File: src/rtl/imem_loader_if.sv
// imem_loader_if
//   Bundles the two bus-like connections of the instruction-memory loader:
//   the boot byte stream (valid/ready handshake) and the one-cycle
//   instruction-memory write port.
//
//   Signals:
//     byte_valid  source -> loader   byte_data carries a byte this cycle
//     byte_data   source -> loader   stream byte
//     byte_ready  loader -> source   loader accepts a byte this cycle
//     imem_we     loader -> memory   write strobe, one cycle per word
//     imem_addr   loader -> memory   byte address of the word written
//     imem_wdata  loader -> memory   assembled little-endian word
//
//   Modports:
//     slave   the loader side (consumes bytes, drives the write port)
//     master  the environment side (byte source + memory observer)

interface imem_loader_if;
  logic        byte_valid;
  logic [7:0]  byte_data;
  logic        byte_ready;
  logic        imem_we;
  logic [31:0] imem_addr;
  logic [31:0] imem_wdata;

  modport slave (
    input  byte_valid,
    input  byte_data,
    output byte_ready,
    output imem_we,
    output imem_addr,
    output imem_wdata
  );

  modport master (
    output byte_valid,
    output byte_data,
    input  byte_ready,
    input  imem_we,
    input  imem_addr,
    input  imem_wdata
  );
endinterface

File: src/rtl/imem_loader.sv
// imem_loader
//   Boot-time writer for the instruction memory of the single-cycle core.
//   A byte stream is accepted over a valid/ready handshake, assembled into
//   little-endian 32-bit words and written one word per one-cycle write
//   strobe, starting at BASE_ADDR. The processor is held in reset until the
//   whole image has been written.
//
//   Ports:
//     CLK      system clock, rising edge
//     RST      synchronous active-high reset
//     start    load request, honoured only in IDLE or DONE
//     len      number of words to load, latched with start
//     bus      byte stream + instruction-memory write port (slave modport)
//     cpu_rst  processor reset hold, active high
//     busy     high while loading or writing
//     done     high once the image is complete
//     err      last requested length exceeded DEPTH_WORDS
//
//   All outputs are registered.

module imem_loader #(
  parameter logic [31:0] BASE_ADDR   = 32'h0000_0000,
  parameter int unsigned DEPTH_WORDS = 64,
  parameter int unsigned LEN_W       = 16
) (
  input  logic             CLK,
  input  logic             RST,
  input  logic             start,
  input  logic [LEN_W-1:0] len,
  imem_loader_if.slave     bus,
  output logic             cpu_rst,
  output logic             busy,
  output logic             done,
  output logic             err
);

  localparam logic [1:0] S_IDLE  = 2'd0;
  localparam logic [1:0] S_LOAD  = 2'd1;
  localparam logic [1:0] S_WRITE = 2'd2;
  localparam logic [1:0] S_DONE  = 2'd3;

  // One extra bit so DEPTH_WORDS itself never truncates against len.
  localparam logic [LEN_W:0] DEPTH_LIM = (LEN_W+1)'(DEPTH_WORDS);

  logic [1:0]       state;
  logic [1:0]       byte_cnt;
  logic [LEN_W-1:0] words_left;

  logic too_long;
  logic zero_len;
  logic byte_xfer;
  logic last_word;

  always_comb begin
    too_long  = ({1'b0, len} > DEPTH_LIM);
    zero_len  = (len == '0);
    byte_xfer = bus.byte_valid & bus.byte_ready;
    last_word = (words_left == LEN_W'(1));
  end

  always_ff @(posedge CLK) begin
    if (RST) begin
      state          <= S_IDLE;
      byte_cnt       <= '0;
      words_left     <= '0;
      bus.byte_ready <= 1'b0;
      bus.imem_we    <= 1'b0;
      bus.imem_addr  <= BASE_ADDR;
      bus.imem_wdata <= '0;
      cpu_rst        <= 1'b1;
      busy           <= 1'b0;
      done           <= 1'b0;
      err            <= 1'b0;
    end else begin
      case (state)
        S_IDLE, S_DONE: begin
          if (start) begin
            err           <= too_long;
            words_left    <= len;
            bus.imem_addr <= BASE_ADDR;
            byte_cnt      <= '0;
            if (too_long) begin
              // Rejected: back to IDLE, processor reset left as it was.
              state          <= S_IDLE;
              busy           <= 1'b0;
              done           <= 1'b0;
              bus.byte_ready <= 1'b0;
            end else if (zero_len) begin
              state   <= S_DONE;
              done    <= 1'b1;
              busy    <= 1'b0;
              cpu_rst <= 1'b0;
            end else begin
              state          <= S_LOAD;
              cpu_rst        <= 1'b1;
              busy           <= 1'b1;
              done           <= 1'b0;
              bus.byte_ready <= 1'b1;
            end
          end
        end

        S_LOAD: begin
          if (byte_xfer) begin
            case (byte_cnt)
              2'd0:    bus.imem_wdata[7:0]   <= bus.byte_data;
              2'd1:    bus.imem_wdata[15:8]  <= bus.byte_data;
              2'd2:    bus.imem_wdata[23:16] <= bus.byte_data;
              default: bus.imem_wdata[31:24] <= bus.byte_data;
            endcase
            byte_cnt <= byte_cnt + 2'd1;
            // The strobe is raised on the edge taking byte 3 so that it is
            // high for exactly the WRITE cycle.
            if (byte_cnt == 2'd3) begin
              state          <= S_WRITE;
              bus.byte_ready <= 1'b0;
              bus.imem_we    <= 1'b1;
            end
          end
        end

        S_WRITE: begin
          bus.imem_we   <= 1'b0;
          bus.imem_addr <= bus.imem_addr + 32'd4;
          words_left    <= words_left - LEN_W'(1);
          if (last_word) begin
            // Released on the same edge that completes the final write.
            state   <= S_DONE;
            busy    <= 1'b0;
            done    <= 1'b1;
            cpu_rst <= 1'b0;
          end else begin
            state          <= S_LOAD;
            bus.byte_ready <= 1'b1;
            byte_cnt       <= '0;
          end
        end

        default: state <= S_IDLE;
      endcase
    end
  end

endmodule

File: src/flat_wrapper.sv
// flat-port wrapper written by rule: the top's interface ports become plain ports
module imem_loader_flat 
#(
  parameter logic [31:0] BASE_ADDR   = 32'h0000_0000,
  parameter int unsigned DEPTH_WORDS = 64,
  parameter int unsigned LEN_W       = 16
)
  (CLK, RST, start, len, cpu_rst, busy, done, err, bus_byte_valid, bus_byte_data, bus_byte_ready, bus_imem_we, bus_imem_addr, bus_imem_wdata);
  imem_loader_if bus_i ();
  input  logic CLK;
  input  logic RST;
  input  logic start;
  input  logic [LEN_W-1:0] len;
  output logic cpu_rst;
  output logic busy;
  output logic done;
  output logic err;
  input wire logic [$bits(bus_i.byte_valid)-1:0] bus_byte_valid;
  input wire logic [$bits(bus_i.byte_data)-1:0] bus_byte_data;
  output wire logic [$bits(bus_i.byte_ready)-1:0] bus_byte_ready;
  output wire logic [$bits(bus_i.imem_we)-1:0] bus_imem_we;
  output wire logic [$bits(bus_i.imem_addr)-1:0] bus_imem_addr;
  output wire logic [$bits(bus_i.imem_wdata)-1:0] bus_imem_wdata;
  assign bus_i.byte_valid = bus_byte_valid;
  assign bus_i.byte_data = bus_byte_data;
  assign bus_byte_ready = bus_i.byte_ready;
  assign bus_imem_we = bus_i.imem_we;
  assign bus_imem_addr = bus_i.imem_addr;
  assign bus_imem_wdata = bus_i.imem_wdata;
  imem_loader #(.BASE_ADDR(BASE_ADDR), .DEPTH_WORDS(DEPTH_WORDS), .LEN_W(LEN_W)) u_core (.CLK(CLK), .RST(RST), .start(start), .len(len), .bus(bus_i), .cpu_rst(cpu_rst), .busy(busy), .done(done), .err(err));
endmodule
File: config.mk
export PLATFORM = sky130hd
export DESIGN_NAME = imem_loader_flat
export DESIGN_NICKNAME = d
export VERILOG_FILES = /design/src/rtl/imem_loader_if.sv /design/src/rtl/imem_loader.sv /design/src/flat_wrapper.sv
export SDC_FILE = /design/constraint.sdc
export NUM_CORES = 1
export LEC_CHECK = 0
export BUFFER_PORTS_ARGS = -buffer_cell sky130_fd_sc_hd__buf_2
export CORE_MARGIN = 3
export CORE_UTILIZATION = 35
export CTS_BUF_LIST = sky130_fd_sc_hd__clkbuf_2
export CTS_CLUSTER_SIZE = 8
export DETAILED_ROUTE_END_ITERATION = 10
export GPL_TIMING_DRIVEN = 0
export SETUP_SLACK_MARGIN = 0.05
export SLEW_MARGIN = 20
export SYNTH_ARGS = -nofsm -noshare
export SYNTH_HDL_FRONTEND = slang
export SYNTH_SLANG_ARGS = --single-unit
export TNS_END_PERCENT = 30
File: constraint.sdc
create_clock -name CLK -period 2.05 [get_ports CLK]
set_clock_uncertainty 0.05 [all_clocks]
set_input_delay 0.1025 -clock CLK [delete_from_list [all_inputs] [get_ports CLK]]
set_output_delay 0.1025 -clock CLK [all_outputs]
set_load 0.02 [all_outputs]
Word level (Yosys, flattened, before mapping). Index checks and enable logic that the tools add are counted.

Input port bits: 28. Output and inout port bits: 70. Bits in read-only memories: 0. Register bits after elaboration: 90. Latch bits: 0. Memories kept: 0. Bits in writable memories: 0. Logic and storage cells: 91.

$lt $le $gt $ge: 1. Bitwise logic cells: 2. Div/mod/pow operators: 0. Multipliers: 0. Mux-type cells: 38. $add $sub $neg: 3. Eq/ne operators: 14. Shifts and indexed selects: 0. Reductions and logical operators: 19.

Operators by type and width (count): case mux 32 bit (2 select lines) (1); adder 32 x 3 -> 32 bit, second input constant (1); 2-to-1 mux 32 bit (1); case mux 16 bit (2 select lines) (1); AND reduction 3 bit (8); 2-to-1 mux 1 bit (18); 2-to-1 mux 2 bit (9); equality test 16 x 1 -> 1 bit, second input constant (1); > comparator 16 x 7 -> 1 bit, second input constant (1); logical NOT 16 bit (1); 2-to-1 mux 16 bit (1); subtractor 16 x 1 -> 16 bit, second input constant (1); case mux 2 bit (3 select lines) (2); equality test 2 bit, second input constant (4); case mux 1 bit (2 select lines) (4); inequality test 2 x 1 -> 1 bit, second input constant (3); inequality test 2 bit, second input constant (3); AND reduction 5 bit (1); equality test 2 x 1 -> 1 bit, second input constant (2); logical NOT 2 bit (2); AND reduction 2 bit (2); AND reduction 4 bit (1); nonzero test 2 bit (2); inequality test 3 x 2 -> 1 bit, second input constant (1); 6 further kinds (6).

Longest topological paths before layout.
Word-level depth: 5. Gate-level depth with buffers: 9. Depth with buffers taken out: 7.

Least setup slack after synthesis. OpenSTA, ideal clock, no wires.

Kind: register to register. Start: reg u_core.state[0]. End: reg u_core.words_left[13]. Path buffers: 1. Clock period less this slack: 1.944 ns. Path slack: 0.106 ns. Setup time: 0.091 ns. Arrival time: 1.803 ns. Data required time: 1.909 ns. Stages on the path, launching flop included: 9. Cell sequence: dfxtp_1 inv_1 ha_1 nor2b_1 or2_2 buf_2 nor4_2 nor3_1 a311oi_1.

Longest elaborated chain between the ends: 4. Elaborated cells on any way between the ends: 8. Classes of those cells: 3 x eq/ne; 1 x mux; 4 x reduce/logical.

Ends and longest elaborated chain: start: declaration (RTL line imem_loader.sv:45) `logic [1:0] state;`; start signal: assignment (RTL line imem_loader.sv:63) `state <= S_IDLE;`; start signal: assignment (RTL line imem_loader.sv:84) `state <= S_IDLE;`; start signal: assignment (RTL line imem_loader.sv:89) `state <= S_DONE;`; equality test 2 bit or logical NOT 2 bit (tied branches) (RTL line imem_loader.sv:75) `case (state)`; OR reduction 2 bit (RTL line imem_loader.sv:75); inequality test 2 bit (no source line) or nonzero test 2 bit (tied branches); AND reduction 2 bit (no source line); end signal: assignment (RTL line imem_loader.sv:79) `words_left <= len;`; end signal: assignment (RTL line imem_loader.sv:125) `words_left <= words_left - LEN_W'(1);`; end: declaration (RTL line imem_loader.sv:47) `logic [LEN_W-1:0] words_left;`.

Parallel ways exist; a longest one is shown, timed or not. A chain may end at the register's enable or synchronous reset.

Worst setup path in the final report.
Start: in len[0]. End: reg u_core.err.

Longest elaborated chain between the ends: 1.

Ends and longest elaborated chain: start: declaration (RTL line flat_wrapper.sv:13) `input logic [LEN_W-1:0] len;`; > comparator 16 x 7 -> 1 bit (RTL line imem_loader.sv:55) `too_long = ({1'b0, len} > DEPTH_LIM);`; end signal: assignment (RTL line imem_loader.sv:78) `err <= too_long;`; end: declaration (RTL line imem_loader.sv:34) `output logic err`.

No other way between the ends.

==> flow_summary.ini <==
[route]
dr.pass1.iters = 5
dr_total_vias = 4182
viasPerCell = 5.234
drcViolationCount = 0
wl_mm = 12.03
drt_iter0_drc = 260
drt.antenna.violating_nets = 0
wl_per_cell_um = 15.06

[critical_path]
cp_cell_sequence = dlygate4sd3_1, buf_2, nor4_1, nand2_1, a21oi_1, a311oi_1, dlygate4sd3_1
reg2reg_depth = 8
cp.required_ns = 2.49
cpMostUsedCell = dlygate4sd3_1
crit_end = u_core.err
end_kind = flop
critPathMaxStageDelay_ns = 0.58
cp.depth = 7
slowest_stage = dlygate4sd3_1
path_max_fanout = 5
arrival_ns = 2.41
rr_startpoint = u_core.state[0]
crit_buf_inv = 3
criticalPathCategory = in2reg
crit_path_start = len[0]
cp-start-kind = input pin
crit_family = buffers and inverters
reg2reg_to = u_core.words_left[9]
worst-r2r-setup-slack_ns = 0.09

[clock_tree]
cts_buffers = 9
insertion_delay_ns = 0.58
cts_sinks = 88
cts_tree = done
cts.clk_slew.worst_paths_ns = 0.25
cts.path.max_buffers = 2
cts_root_buf = clkbuf_2
cts_max_level = 3

[die]
rows = 39
die_x_um = 114.6
dieHeight_um = 114.6
core_area_um2 = 11470
initial_utilization = 0.3596
ioPinCount = 98
dieArea_um2 = 13120

[yosys]
yosys.area.top_type_share = 0.4272
yosys-top-cells-area = dfxtp_1 43%, nand2_1 8.2%, a21oi_1 6.8%
synth_edf_count = 0
yosysWarnings = 0
synthesis.area_um2 = 4124
ys.flop_type = dfxtp_1
synth_top_cell_by_area = dfxtp_1
synth.avg_cell_area_um2 = 7.946
async_flop_share = 0
ys_seq_area_frac = 0.4272
synth_seq_cells = 88
synth_cells = 519
yosysUniqueCellTypes = 51

[global_routing]
grt_max_degree = 16
gr-total-overflow = 0
grt_pass1_vias = 3968
track_usage = 0.1828
grt_pass1_wl_mm = 19.24
antenna_found_initial = 0

[final_layout]
final_nets = 689
drive_above_1_share = 0.2454
area_delta_synth_final_pct = 31.37
multiInputGateArea_um2 = 2382
num_antenna_cells = 0
final_cell_area_um2 = 5418
fillers = 1147
final_common_cell = buf_2
ff_latch_area_um2 = 1765
final_util = 0.4725
most-common-layout-cells = 96 x buf_2, 90 x nand2_1, 85 x dfxtp_1, 60 x nor2_1, 55 x a21oi_1

[sta]
worstMarginPinSlew_ns = 0.7268
period_minus_slack_ns = 1.967
hold_viol = 0
timing.fmax_mhz = 508.4
finalSetupViolations = 0
slew_violations = 0
grt_setup_unrepaired = yes
slew_headroom = 0.5155
final.period_utilization = 0.9594

[power_and_ir_drop]
pwr_density_cell_nw_per_um2 = 877.1
p_leak_nw = 2.215
ir_drop_uv = 674.5
total_power_mw = 4.752

[place]
io_buffers = 94
place_hpwl_mm = 8.448
placed_area_um2 = 4777
gp_congestion = 0.8782

[flow_run]
maxCapViolCount = 0

[min_path]
hold_path_class = in2reg

[status]
status = completed
-- Yosys cell counts (2+ instances only) --
master and number:
nand3_1 16, a311oi_1 2, nor3_1 15, clkbuf_1 23, o22ai_1 5, and2_1 7
o21ai_0 5, a41oi_1 2, nand4_1 17, xnor2_1 12, or2_2 3, a21oi_1 56
or3_1 2, a211oi_1 8, dfxtp_1 88, inv_1 12, and3_1 8, nand2_1 90
nor2b_1 2, a221oi_1 3, ha_1 10, nor4b_1 2, and4_1 5, nor4_2 2
nor2_1 60, a22oi_1 2, nor4_1 15, xor2_1 15, o21bai_1 2, nand2b_1 3
buf_4 3, buf_2 5
-- where the power goes --
part	leakage, nW	internal [mW]	switching (mW)	total, mW
clock network	0.0578	0.276	0.630	0.906
registers	0.715	1.87	0.208	2.08
logic	1.44	0.723	1.04	1.76
-- logic make-up (layout without fill, tap and decap cells) --
kind of cell | after synthesis | count (layout) | share of synthesized area
simple gates | 252 | 252 | 0.2952
flops | 88 | 88 | 0.4272
xor+xnor | 27 | 27 | 0.05734
mux | 2 | 2 | 0.005158
other cells | 1 | 2 | 0.0009093
compound gates | 96 | 96 | 0.1405
fa+ha+maj | 10 | 10 | 0.03034
buf+inv | 43 | 179 | 0.04338
-- flip-flops by register name (all words and copies together), names as in the netlist --
register / flops
u_core.byte_cnt: 2
u_core.bus.byte_ready: 1
u_core.cpu_rst: 1
u_core.words_left: 16
u_core.done: 1
u_core.state: 2
u_core.bus.imem_we: 1
u_core.err: 1
u_core.bus.imem_addr: 30
u_core.busy: 1
u_core.bus.imem_wdata: 32
-- through the flow --
stage / hold WS, ns / setup TNS, ns / setup slack, ns / instances
2_1_floorplan: 0.1686 / 0 / 0.1058 / 520
3_3_place_gp: 0.3427 / -7.071 / -0.3030 / 757
3_5_place_dp: 0.3502 / -7.571 / -0.3342 / 757
4_1_cts: 0.2101 / 0 / 0.05230 / 799
5_1_grt: 0.1921 / 0 / 0.03155 / 799
6_report: 0.2721 / 0 / 0.08322 / 799
-- layout make-up --
| class | count | area share |
|---|---|---|
| multi-input cells | 389 | 0.4397 |
| flip-flops and latches | 88 | 0.3259 |
| clock buffers | 9 | 0.008314 |
| well taps | 143 | 0.03303 |
| clock inverters | 7 | 0.01339 |
| repair buffers | 128 | 0.1469 |
| plain buffers | 23 | 0.02448 |
| inverters | 12 | 0.008314 |
-- how the worst min path moves through the flow --
stage / startpoint / endpoint / slack [ns] / depth (start not counted)
final: bus_byte_data[0] / u_core.bus.imem_wdata[16] / 0.27 / 4
after global routing: bus_byte_data[4] / u_core.bus.imem_wdata[4] / 0.19 / 4
after CTS: bus_byte_data[4] / u_core.bus.imem_wdata[12] / 0.21 / 4
after detailed placement: bus_byte_data[0] / u_core.bus.imem_wdata[0] / 0.35 / 3
after global placement: bus_byte_data[3] / u_core.bus.imem_wdata[27] / 0.34 / 3
after floorplan: start / u_core.err / 0.17 / 1
-- what timing repair did --
| item | CTS | global route |
|---|---|---|
| pin swaps | 1 | 6 |
| endpoints found under the setup margin | 44 | 70 |
| hold endpoints to repair | 60 | 0 |
| gates resized for setup | 26 | 24 |
| hold buffers | 28 | 0 |
| setup buffers | 1 | 5 |
-- routing by layer --
metal	up-vias	global-route usage	part of all wire
li1	2081	-	-
met1	1959	0.2344	0.45
met4	0	0.06017	0.015
met3	15	0.04810	0.061
met5	-	0	0
met2	127	0.2984	0.47
-- worst min-delay path, cell delays in order --
cell	delay (ns)
dlygate4sd3_1	0.53
buf_2	0.15
nand2_1	0.06
a21oi_1	0.05
Note: power is estimated with default switching activity, not from simulation.
